<file path="src/rtl/dla_pulse_event_arbiter.sv">
// Collects per-channel event pulses into saturating pending counters and
// serialises them onto one valid/ready stream with round-robin arbitration.
module dla_pulse_event_arbiter #(
  parameter int NUM_CHANNELS  = 4,
  parameter int COUNT_WIDTH   = 4,
  parameter int CHANNEL_WIDTH = $clog2(NUM_CHANNELS)
) (
  input  logic                     clk_dst,
  input  logic                     i_dst_async_resetn,
  input  logic                     i_dst_sync_resetn,
  input  logic [NUM_CHANNELS-1:0]  i_pulse,
  output logic                     o_valid,
  input  logic                     i_ready,
  output logic [CHANNEL_WIDTH-1:0] o_channel,
  output logic [NUM_CHANNELS-1:0]  o_overflow,
  input  logic [NUM_CHANNELS-1:0]  i_clear_overflow,
  output logic                     o_idle
);

  // Handshake: an event transfers on a clk_dst edge where o_valid & i_ready;
  // o_valid/o_channel are registered and hold steady while stalled.

  localparam logic [COUNT_WIDTH-1:0]   CNT_MAX   = '1;
  localparam logic [CHANNEL_WIDTH-1:0] PTR_RESET = CHANNEL_WIDTH'(NUM_CHANNELS - 1);

  logic [COUNT_WIDTH-1:0]   cnt_q [NUM_CHANNELS];
  logic [COUNT_WIDTH-1:0]   cnt_d [NUM_CHANNELS];
  logic [NUM_CHANNELS-1:0]  pending;
  logic [NUM_CHANNELS-1:0]  dec;
  logic [NUM_CHANNELS-1:0]  ovf_d;
  logic [CHANNEL_WIDTH-1:0] ptr_q;
  logic [CHANNEL_WIDTH-1:0] ptr_d;
  logic [CHANNEL_WIDTH-1:0] sel;
  logic [CHANNEL_WIDTH-1:0] channel_d;
  logic                     valid_d;
  logic                     load;

  function automatic logic [CHANNEL_WIDTH-1:0] rr_index(
    input logic [CHANNEL_WIDTH-1:0] base,
    input int                       offset
  );
    int sum;
    sum = int'(base) + offset;
    if (sum >= NUM_CHANNELS) sum = sum - NUM_CHANNELS;
    return CHANNEL_WIDTH'(sum);
  endfunction

  always_comb begin
    for (int c = 0; c < NUM_CHANNELS; c++) begin
      pending[c] = (cnt_q[c] != '0);
    end
  end

  // Scan from the farthest offset down so the nearest pending channel after
  // the pointer is the one left in sel.
  always_comb begin
    sel = '0;
    for (int i = NUM_CHANNELS; i >= 1; i--) begin
      if (pending[rr_index(ptr_q, i)]) sel = rr_index(ptr_q, i);
    end
  end

  assign load = (~o_valid | i_ready) & (|pending);

  always_comb begin
    for (int c = 0; c < NUM_CHANNELS; c++) begin
      dec[c]   = load && (sel == CHANNEL_WIDTH'(c));
      cnt_d[c] = cnt_q[c];
      ovf_d[c] = o_overflow[c];
      if (i_clear_overflow[c]) ovf_d[c] = 1'b0;
      if (i_pulse[c] && !dec[c]) begin
        if (cnt_q[c] == CNT_MAX) ovf_d[c] = 1'b1;
        else                     cnt_d[c] = cnt_q[c] + COUNT_WIDTH'(1);
      end else if (!i_pulse[c] && dec[c]) begin
        cnt_d[c] = cnt_q[c] - COUNT_WIDTH'(1);
      end
    end
  end

  always_comb begin
    valid_d   = o_valid;
    channel_d = o_channel;
    ptr_d     = ptr_q;
    if (load) begin
      valid_d   = 1'b1;
      channel_d = sel;
      ptr_d     = sel;
    end else if (i_ready) begin
      valid_d   = 1'b0;
    end
  end

  always_ff @(posedge clk_dst or negedge i_dst_async_resetn) begin
    if (!i_dst_async_resetn) begin
      for (int c = 0; c < NUM_CHANNELS; c++) cnt_q[c] <= '0;
      o_valid    <= 1'b0;
      o_channel  <= '0;
      o_overflow <= '0;
      ptr_q      <= PTR_RESET;
    end else if (!i_dst_sync_resetn) begin
      for (int c = 0; c < NUM_CHANNELS; c++) cnt_q[c] <= '0;
      o_valid    <= 1'b0;
      o_channel  <= '0;
      o_overflow <= '0;
      ptr_q      <= PTR_RESET;
    end else begin
      for (int c = 0; c < NUM_CHANNELS; c++) cnt_q[c] <= cnt_d[c];
      o_valid    <= valid_d;
      o_channel  <= channel_d;
      o_overflow <= ovf_d;
      ptr_q      <= ptr_d;
    end
  end

  assign o_idle = ~o_valid & ~(|pending);

endmodule
</file>
<file path="config.mk">
export PLATFORM = sky130hd
export DESIGN_NAME = dla_pulse_event_arbiter
export DESIGN_NICKNAME = d
export VERILOG_FILES = /design/src/rtl/dla_pulse_event_arbiter.sv
export SDC_FILE = /design/constraint.sdc
export NUM_CORES = 1
export LEC_CHECK = 0
export ABC_AREA = 1
export BUFFER_PORTS_ARGS = -buffer_cell sky130_fd_sc_hd__buf_2
export CAP_MARGIN = 5
export CORE_ASPECT_RATIO = 2
export CORE_MARGIN = 2
export CORE_UTILIZATION = 64
export DETAILED_ROUTE_END_ITERATION = 10
export PLACE_DENSITY = 0.86
export SLEW_MARGIN = 10
export SYNTH_ARGS = -nofsm -noshare
export SYNTH_HDL_FRONTEND = slang
export SYNTH_SLANG_ARGS = --single-unit
</file>
<file path="constraint.sdc">
create_clock -name clk_dst -period 6.64 [get_ports clk_dst]
set_clock_uncertainty 0.2 [all_clocks]
set_input_delay 0.996 -clock clk_dst [delete_from_list [all_inputs] [get_ports clk_dst]]
set_output_delay 0.996 -clock clk_dst [all_outputs]
set_load 0.01 [all_outputs]
</file>
Word level (Yosys, flattened, before mapping)
Index checks and enable logic that the tools add are counted.
{"block": "word_totals", "wordCells": 132, "output_inout_bits": 8, "inputBits": 12, "regBits": 25}
{"block": "classes", "n_eq_ne": 17, "n_bitwise": 5, "n_reduce_logical": 30, "addsub": 16, "mux": 48, "order_cmp": 8}
{"operator": "4-bit 2-to-1 mux", "count": 13}
{"operator": "2-bit 2-to-1 mux", "count": 11}
{"operator": "1-bit 2-to-1 mux", "count": 19}
{"operator": "4-bit by 1-bit adder with 4-bit output (second input constant)", "count": 4}
{"operator": "4-bit equality test (second input constant)", "count": 4}
{"operator": "16-bit 2-to-1 mux", "count": 1}
{"operator": "4-bit nonzero test", "count": 4}
{"operator": "4-bit by 1-bit subtractor with 4-bit output (second input constant)", "count": 4}
{"operator": "3-bit by 1-bit inequality test with 1-bit output (second input constant)", "count": 5}
{"operator": "1-bit logical AND", "count": 12}
{"operator": "2-bit by 3-bit < comparator with 1-bit output (second input constant)", "count": 4}
{"operator": "3-bit inequality test (second input constant)", "count": 4}
{"operator": "3-bit greater-or-equal comparator (second input constant)", "count": 3}
{"operator": "1-bit binary-select mux with 2-bit select", "count": 4}
{"operator": "1-bit zero test", "count": 8}
{"operator": "2-bit AND reduction", "count": 4}
{"operator": "2-bit by 1-bit subtractor with 2-bit output (second input constant)", "count": 4}
{"operator": "2-bit by 2-bit adder with 3-bit output (second input constant)", "count": 2}
{"operator": "2-bit by 3-bit adder with 4-bit output (second input constant)", "count": 1}
{"operator": "2-bit equality test (second input constant)", "count": 2}
{"operator": "4-bit by 3-bit greater-or-equal comparator with 1-bit output (second input constant)", "count": 1}
{"operator": "4-bit OR reduction", "count": 1}
{"operator": "2-bit by 1-bit adder with 3-bit output (second input constant)", "count": 1}
{"operator": "1-bit bitwise AND", "count": 2}
{"operator": "other kinds (5)", "count": 6}

Depth between registers and ports, before layout
Gate-level depths: netlist (run 1).
{"block": "depth", "word_depth": 15, "ltp_mapped": 21, "mapped_depth_nobuf": 20}

Worst setup path before layout (run 1)
OpenSTA, ideal clock, no wires.
{"block": "synth_path", "kind": "in2reg", "startpoint": "input port i_ready", "endpoint": "register cnt_q[15] (netlist name)", "arrival_time_ns": 2.662, "t_required_ns": 6.364, "setup_slack_ns": 3.701, "setup_time_ns": 0.076, "path_buffers": 0, "cell_stages": 11, "cell_sequence": "nor2_1 a21oi_2 inv_1 nor2_4 nand2_1 nand2_2 ha_1 a21oi_1 o21ai_0 xnor3_1 o21ai_1"}
{"block": "synth_between", "elab_chain_len": 7, "elab_cells_between_ends": 11, "cone_classes": "eq/ne: 2; mux: 2; bitwise: 2; reduce/logical: 5"}
{"element": "start, declared", "line": "13", "text": "input logic i_ready,"}
{"element": "1-bit OR (*)", "line": "63", "text": "assign load = (~o_valid | i_ready) & (|pending);"}
{"element": "1-bit bitwise AND (*)", "line": "63"}
{"element": "1-bit logical AND (*)", "line": "67", "text": "dec[c] = load && (sel == CHANNEL_WIDTH'(c));"}
{"element": "1-bit zero test", "line": "71", "text": "if (i_pulse[c] && !dec[c]) begin"}
{"element": "1-bit logical AND", "line": "71"}
{"element": "3-bit inequality test (no line), or another cell as far along"}
{"element": "2-bit AND reduction (no line) or 16-bit 2-to-1 mux (tied branches)"}
{"element": "end, declared", "line": "26", "text": "logic [COUNT_WIDTH-1:0] cnt_q [NUM_CHANNELS];"}
Mark *: on every way between the ends. The rest lies on a longest branch, timed or not.
A chain may end at the register's enable or synchronous reset.

Final worst setup path (run 1)
{"block": "layout_path", "startpoint": "register ptr_q[0]", "endpoint": "register cnt_q[11] (netlist name)"}
{"block": "layout_between", "elab_chain_len": 15, "elab_cells_between_ends": 38, "cone_classes": "add/sub: 8; order compare: 4; eq/ne: 3; mux: 18; reduce/logical: 5"}
{"element": "start, declared", "line": "31", "text": "logic [CHANNEL_WIDTH-1:0] ptr_q;"}
{"element": "start signal, assigned", "line": "111", "text": "ptr_q <= ptr_d;"}
{"element": "2-bit by 3-bit adder with 4-bit output", "line": "43", "text": "sum = int'(base) + offset;"}
{"element": "4-bit by 3-bit greater-or-equal comparator with 1-bit output or 2-bit by 1-bit subtractor with 2-bit output (tied branches)", "line": "44", "text": "if (sum >= NUM_CHANNELS) sum = sum - NUM_CHANNELS;"}
{"element": "2-bit 2-to-1 mux", "line": "44"}
{"element": "1-bit binary-select mux with 2-bit select", "line": "59", "text": "if (pending[rr_index(ptr_q, i)]) sel = rr_index(ptr_q, i);"}
{"element": "1-bit 2-to-1 mux (not written as such)", "line": "59"}
{"element": "2-bit 2-to-1 mux (3 in a row)", "line": "59"}
{"element": "2-bit 2-to-1 mux (*)", "line": "59"}
{"element": "2-bit by 1-bit equality test with 1-bit output (*)", "line": "67"}
{"element": "1-bit logical AND (*)", "line": "67"}
{"element": "1-bit zero test", "line": "71"}
{"element": "1-bit logical AND", "line": "71"}
{"element": "3-bit inequality test (no line), or another cell as far along"}
{"element": "2-bit AND reduction (no line) or 16-bit 2-to-1 mux (tied branches)"}
Mark *: on every way between the ends. The rest lies on a longest branch, timed or not. The select of a mux whose other input is x is not followed.

==> impl_metrics.env, run 1 <==
export IMPL_dieArea_mm2=0.00359
export IMPL_rrSetupSlack_ps=3480
export IMPL_place_area_mm2=0.00209
export IMPL_hold_viol=0
export IMPL_synth_mux_area_fraction_pct=0
export IMPL_grt_start_max_net_pins=26
export IMPL_synth_simple_gate_area_share_pct=36.8
export IMPL_clkLatencyLatePin_ps=280
export IMPL_synth_main_ff_cell="dfrtp_1"
export IMPL_hpwlAfterDp_um=3510
export IMPL_nets=299
export IMPL_rows=28
export IMPL_hold_path_class="register to register"
export IMPL_routedWlPerCell_um=14.4
export IMPL_routed_wl_um=4400
export IMPL_yosys_warnings=0
export IMPL_routed_via_density=5.76
export IMPL_worst_path_buf_inv=2
export IMPL_yosysTopAreaCellShare_pct=29.0
export IMPL_antenna_left=0
export IMPL_num_vias=1758
export IMPL_synthArstFlopShare_pct=100
export IMPL_crit_family="simple AND/OR/NAND/NOR gates"
export IMPL_rr_worst_depth=17
export IMPL_crit_path_cell_trace="inv_4 -> nand3_1 -> nand3_1 -> nand2_1 -> inv_2 -> nand2_1 -> nand2_2 -> nand2_4 -> nand3_2 -> nand2_2 -> ha_1 -> nand2_1 -> nor2_1 -> a211oi_1 -> xnor3_1 -> nand2_1 -> nand2_1"
export IMPL_dieHeight_um=82.7
export IMPL_synth_area_per_cell_um2=7.74
export IMPL_drv_cap=0
export IMPL_synth_top_cell_by_area="dfrtp_1"
export IMPL_min_path_cells=2
export IMPL_first_pass_iters=4
export IMPL_clock_sinks=25
export IMPL_n_fill_cell=248
export IMPL_final_area_mm2=0.00213
export IMPL_core_area_mm2=0.00294
export IMPL_synth_common_cells="nand2_1, inv_1, nand3_1"
export IMPL_cts_setup_buffers=0
export IMPL_holdCritStartpoint="o_overflow[1]$_DFF_PN0_"
export IMPL_fmax_ghz=0.316
export IMPL_vdd_drop_max_v=0.000326
export IMPL_post_cts_resized=0
export IMPL_grt_pass1_wl_um=7380
export IMPL_diodes=0
export IMPL_start_util_pct=67.3
export IMPL_syn_num_nets=279
export IMPL_synthCells=256
export IMPL_finalSetupViolCount=0
export IMPL_io_pins=20
export IMPL_cts_buffer_depth=2
export IMPL_ys_ff_latch=25
export IMPL_synth_top_family_by_area="simple AND/OR/NAND/NOR gates"
export IMPL_crit_slowest_cell="dfstp_2"
export IMPL_die_w_um=43.4
export IMPL_leakage_nw=1.14
export IMPL_netlist_area_mm2=0.00198
export IMPL_ys_seq_area_share_pct=31.7
export IMPL_hold_end="o_overflow[1]$_DFF_PN0_"
export IMPL_rsz0062_at_grt="no"
export IMPL_clock_root_buffer="clkbuf_8"
export IMPL_gp_congestion=1.07
export IMPL_post_route_drc_count=0
export IMPL_drv_slew=0
export IMPL_min_period_ps=3160
export IMPL_cts_buffers=3
export IMPL_dr_first_iter_drc_count=40
export IMPL_port_buffers=19
export IMPL_rr_startpoint="ptr_q[0]$_DFFE_PN1P_"
export IMPL_overflow=0
export IMPL_tns_ps=0
export IMPL_clk_pin_slew_ps=90
export IMPL_antenna_found_initial=0
export IMPL_cts_hold_buf=0
export IMPL_outcome="finished, final reports clean"
export IMPL_cp_end_kind="register"
export IMPL_path_class="register to register"
export IMPL_yosysUniqueCellTypes=39
export IMPL_crit_fanout=9
export IMPL_powerDensity_mw_per_mm2=547
export IMPL_area_growth_pct=7.70
export IMPL_path_common_cell="nand2_1"
export IMPL_synth_compound_area_share_pct=8.40
export IMPL_grt_usage_pct=27.2
export IMPL_layout_drive_gt1_share_pct=22.9
export IMPL_slew_headroom_pct=62.8
export IMPL_grt_pass1_vias=1784
export IMPL_h_tree_depth=1
export IMPL_synth_most_common_cell="nand2_1"
export IMPL_synth_edff_count=0
export IMPL_rr_endpoint="cnt_q[11]$_DFFE_PN0P_"
export IMPL_worstPathArrival_ps=3140
export IMPL_crit_start="ptr_q[0]$_DFFE_PN1P_"
export IMPL_yosys_top_cells_area="dfrtp_1, nand2_1, nand3_1, inv_1, ha_1"
export IMPL_yosys_area_share_xor_xnor_pct=6.94
export IMPL_tightestPinTransition_ps=558
export IMPL_fin_crit_sh_pct=47.6
export IMPL_cpPeakStageDelay_ps=720
export IMPL_tritoncts="yes"
export IMPL_crit_required_ps=6620
export IMPL_critPathLaunchType="register"
export IMPL_synth_adder_area_share_pct=8.08
-- where the power goes --
part / switching [mW] / internal (mW)
clock network: 0.0514 / 0.0421
registers: 0.0709 / 0.207
logic: 0.482 / 0.314
total: 0.604 / 0.564
-- cell families after synthesis --
group,Yosys count
compound gates,25
xor+xnor,8
fa+ha+maj,11
buf+inv,39
flops,25
simple gates,148
-- tightest hold or removal path, cell delays in order, from the launching register on --
cell	delay, ps
dfrtp_1	350
nand2_1	50
nand2_1	50
-- routing by layer --
layer	wire length [um]	track usage, %	vias to the layer above	part of all wire (%)
met5	0	0	-	0
li1	-	-	858	-
met4	147	17.0	0	3.3
met3	126	2.61	14	2.9
met1	1630	26.9	838	37
met2	2490	51.9	48	57
-- area by class of cell --
cell class                      instances  area (um^2)  area share (%)
Clock buffer                            3         41.3            1.93
Clock inverter                          1         5.00           0.234
Inverter                               35          134            6.27
Multi-Input combinational cell        192         1190            55.9
Sequential cell                        25          628            29.4
Tap cell                               30         37.5            1.76
Timing Repair Buffer                   19         95.1            4.45
-- through the flow --
stage	setup WS, ps	power [mW]	hold slack (ps)	util [%]	std cells
after global routing	3260	1.27	324	72.5	305
after CTS	3490	1.16	285	72.5	305
after global placement	3460	1.04	260	71.0	301
after floorplan	3700	0.918	267	-	256
after detailed placement	3390	1.07	262	71.0	301
final	3480	1.17	282	72.5	305
-- state kept, by name, summed over array words and instances, names as in the netlist --
signal and count:
ptr_q 2, o_overflow 4, o_valid 1, cnt_q 16, o_channel 2
-- how the worst max path moves through the flow --
stage	endpoint	slack (ps)	depth (start not counted)
floorplan	cnt_q[15]$_DFFE_PN0P_	3700	11
global placement	cnt_q[15]$_DFFE_PN0P_	3460	12
detailed placement	cnt_q[15]$_DFFE_PN0P_	3390	12
CTS	cnt_q[11]$_DFFE_PN0P_	3490	17
global route	cnt_q[11]$_DFFE_PN0P_	3260	16
finish	cnt_q[11]$_DFFE_PN0P_	3480	17
-- cells in the final DEF, fill, tap and decap left out, types with 4 or more instances in the layout --
cell type	n
inv_2	5
o21ai_1	8
buf_2	19
ha_1	8
nand2_2	7
nand3_2	10
nand2_1	74
dfrtp_1	23
nand3_1	26
inv_1	29
o21ai_0	5
nor2_2	4
nor2_1	17
(Power assumes the default switching activity.)
==> run 2: changes to the inputs <==
--- a/config.mk
+++ b/config.mk
@@ -10,9 +10,9 @@
 export CAP_MARGIN = 5
 export CORE_ASPECT_RATIO = 2
 export CORE_MARGIN = 2
-export CORE_UTILIZATION = 64
+export CORE_UTILIZATION = 59
 export DETAILED_ROUTE_END_ITERATION = 10
-export PLACE_DENSITY = 0.86
+export PLACE_DENSITY = 0.8
 export SLEW_MARGIN = 10
 export SYNTH_ARGS = -nofsm -noshare
 export SYNTH_HDL_FRONTEND = slang
==> constraint.sdc (replaced) <==
create_clock -name clk_dst -period 3.25 [get_ports clk_dst]
set_clock_uncertainty 0.2 [all_clocks]
set_input_delay 0.4875 -clock clk_dst [delete_from_list [all_inputs] [get_ports clk_dst]]
set_output_delay 0.4875 -clock clk_dst [all_outputs]
set_load 0.01 [all_outputs]
==> run 2 against run 1 <==
Net effect: the flow now finishes with violations (hold timing); critical endpoint is now cnt_q[7]$_DFFE_PN0P_; worst setup slack got worse by 3300 ps; flip-flop and latch count stayed put; total power up 110%; largest cell class unchanged; routed wire length is 4.3% lower; clock power increased by 110%; critical path depth down 1; die area increased by 7.9%; worst hold slack got worse by 300 ps; largest power group unchanged.
==> impl_metrics.env, run 2 (synthesis gave the netlist of run 1 again) <==
export IMPL_overflow=0
export IMPL_dr_first_iter_drc_count=48
export IMPL_die_w_um=45.0
export IMPL_vdd_drop_max_v=0.000707
export IMPL_cp_end_kind="register"
export IMPL_violations="hold timing"
export IMPL_antenna_left=0
export IMPL_rows=29
export IMPL_tns_ps=0
export IMPL_routed_via_density=5.56
export IMPL_pwr_share_clk_pct=8.2
export IMPL_pwr_share_comb_pct=68.5
export IMPL_finalSetupViolCount=0
export IMPL_path_class="register to register"
export IMPL_num_vias=1711
export IMPL_cts_buffer_depth=2
export IMPL_gp_congestion=0.892
export IMPL_antenna_found_initial=0
export IMPL_grt_pass1_wl_um=7040
export IMPL_rrSetupSlack_ps=210
export IMPL_powerDensity_mw_per_mm2=1110
export IMPL_clkLatencyLatePin_ps=280
export IMPL_hold_path_class="input pin to asynchronous set/reset pin"
export IMPL_post_route_drc_count=0
export IMPL_routedWlPerCell_um=13.7
export IMPL_layout_commonest_cell="nand2_1"
export IMPL_slew_headroom_pct=62.1
export IMPL_diodes=0
export IMPL_crit_start="ptr_q[0]$_DFFE_PN1P_"
export IMPL_grt_start_max_net_pins=26
export IMPL_routed_wl_um=4210
export IMPL_nets=301
export IMPL_fmax_ghz=0.329
export IMPL_tritoncts="yes"
export IMPL_cts_buffers=3
export IMPL_worst_slack_ps=215
export IMPL_dieHeight_um=86.0
export IMPL_place_area_mm2=0.00209
export IMPL_post_place_ws_ps=112
export IMPL_port_buffers=19
export IMPL_io_pins=20
export IMPL_outcome="complete, but fails checks"
export IMPL_grt_usage_pct=24.4
export IMPL_largestRegisters="cnt_q (16), o_overflow (4)"
export IMPL_critPathLaunchType="register"
export IMPL_final_area_mm2=0.00218
export IMPL_fin_crit_sh_pct=93.4
export IMPL_p_int_mw=1.19
export IMPL_rr_startpoint="ptr_q[0]$_DFFE_PN1P_"
export IMPL_grt_pass1_vias=1677
export IMPL_drv_cap=0
export IMPL_h_tree_depth=1
export IMPL_clock_sinks=25
export IMPL_core_area_mm2=0.00319
export IMPL_clk_pin_slew_ps=100
export IMPL_n_fill_cell=294
export IMPL_drv_slew=0
export IMPL_rr_worst_depth=16
export IMPL_min_period_ps=3040
export IMPL_cts_hold_buf=0
export IMPL_layout_common_cells="nand2_1, inv_1, nand3_1"
export IMPL_leakage_nw=1.15
export IMPL_tightestPinTransition_ps=568
export IMPL_hold_viol=19
export IMPL_worstPathArrival_ps=3050
export IMPL_layout_drive_gt1_share_pct=24.2
export IMPL_largest_reg_flops=16
export IMPL_hpwlAfterDp_um=3300
export IMPL_area_growth_pct=10.2
export IMPL_rsz0062_at_grt="no"
export IMPL_p_seq_share_pct=23.3
export IMPL_dieArea_mm2=0.00387
export IMPL_crit_required_ps=3270
export IMPL_p_sw_mw=1.23
export IMPL_top_register="cnt_q"
export IMPL_rr_endpoint="cnt_q[7]$_DFFE_PN0P_"
export IMPL_fin_hold_ws_ps=-13.1
export IMPL_start_util_pct=62.1
export IMPL_first_pass_iters=4
export IMPL_swShare_pct=50.8
export IMPL_crit_fanout=6
export IMPL_clock_root_buffer="clkbuf_8"
[run 2: cell types whose count changed in the layout (fill, tap and decap cells not counted), moves of 2 or more]
cell     previous run  this run
buf_4               0         2
nand2_2             7         5
nand2_4             1         3
o21ai_0             5         3
o21ai_1             8        10
[run 2: power groups by stage]
stage / sequential, mW / clock (mW) / combinational [mW]
floorplan: 0.508 / 0 / 1.37
global placement: 0.564 / 0 / 1.55
detailed placement: 0.568 / 0 / 1.58
CTS: 0.562 / 0.200 / 1.59
global route: 0.583 / 0.209 / 1.88
finish: 0.564 / 0.199 / 1.66
[run 2: worst max-delay path, cell delays in order (launching register included)]
cell	delay [ps]
dfstp_4	700
buf_4	150
nand3_1	90
nand3_1	130
nand2_1	70
inv_1	70
nand3_1	90
nand2_1	110
nand2_4	100
nor2_4	120
nand2_1	100
nand2_4	110
ha_1	270
a21oi_1	130
o21ai_1	90
xnor3_1	330
o21ai_1	120
[run 2: metrics by stage]
step | cells | power [mW] | utilization (%)
final | 308 | 2.42 | 68.4
after global routing | 308 | 2.67 | 68.4
after CTS | 306 | 2.36 | 67.0
after detailed placement | 302 | 2.15 | 65.4
after global placement | 302 | 2.11 | 65.4
after floorplan | 256 | 1.88 | -
[run 2: worst max-delay path by stage]
stage / to / slack [ps] / depth (start not counted)
floorplan: cnt_q[11]$_DFFE_PN0P_ / 390 / 19
global placement: cnt_q[11]$_DFFE_PN0P_ / 210 / 18
detailed placement: cnt_q[11]$_DFFE_PN0P_ / 110 / 18
CTS: cnt_q[11]$_DFFE_PN0P_ / 100 / 18
global route: cnt_q[15]$_DFFE_PN0P_ / 20 / 16
finish: cnt_q[7]$_DFFE_PN0P_ / 210 / 16
[run 2: final cells by class]
type                            instances  area (um^2)  area share, %
Sequential cell                        25          632           28.9
Clock buffer                            3         41.3           1.89
Inverter                               35          134           6.13
Timing Repair Buffer                   21          110           5.04
Multi-Input combinational cell        192         1220           55.9
Clock inverter                          1         7.51          0.344
Tap cell                               31         38.8           1.78
[run 2: layer usage]
layer  vias to the layer above  track usage, %  share of wire [%]
li1                        863               -                  -
met1                       797            25.7                 38
met2                        40            45.3                 56
met3                        11            2.32                2.8
met4                         0            11.0                2.9
met5                         -               0                  0
[run 2: repair_timing]
| item | 4_1_cts | 5_1_grt |
|---|---|---|
| buffers inserted | 0 | 2 |
| endpoints found under the setup margin | 0 | 3 |
| gates resized for setup | 0 | 10 |
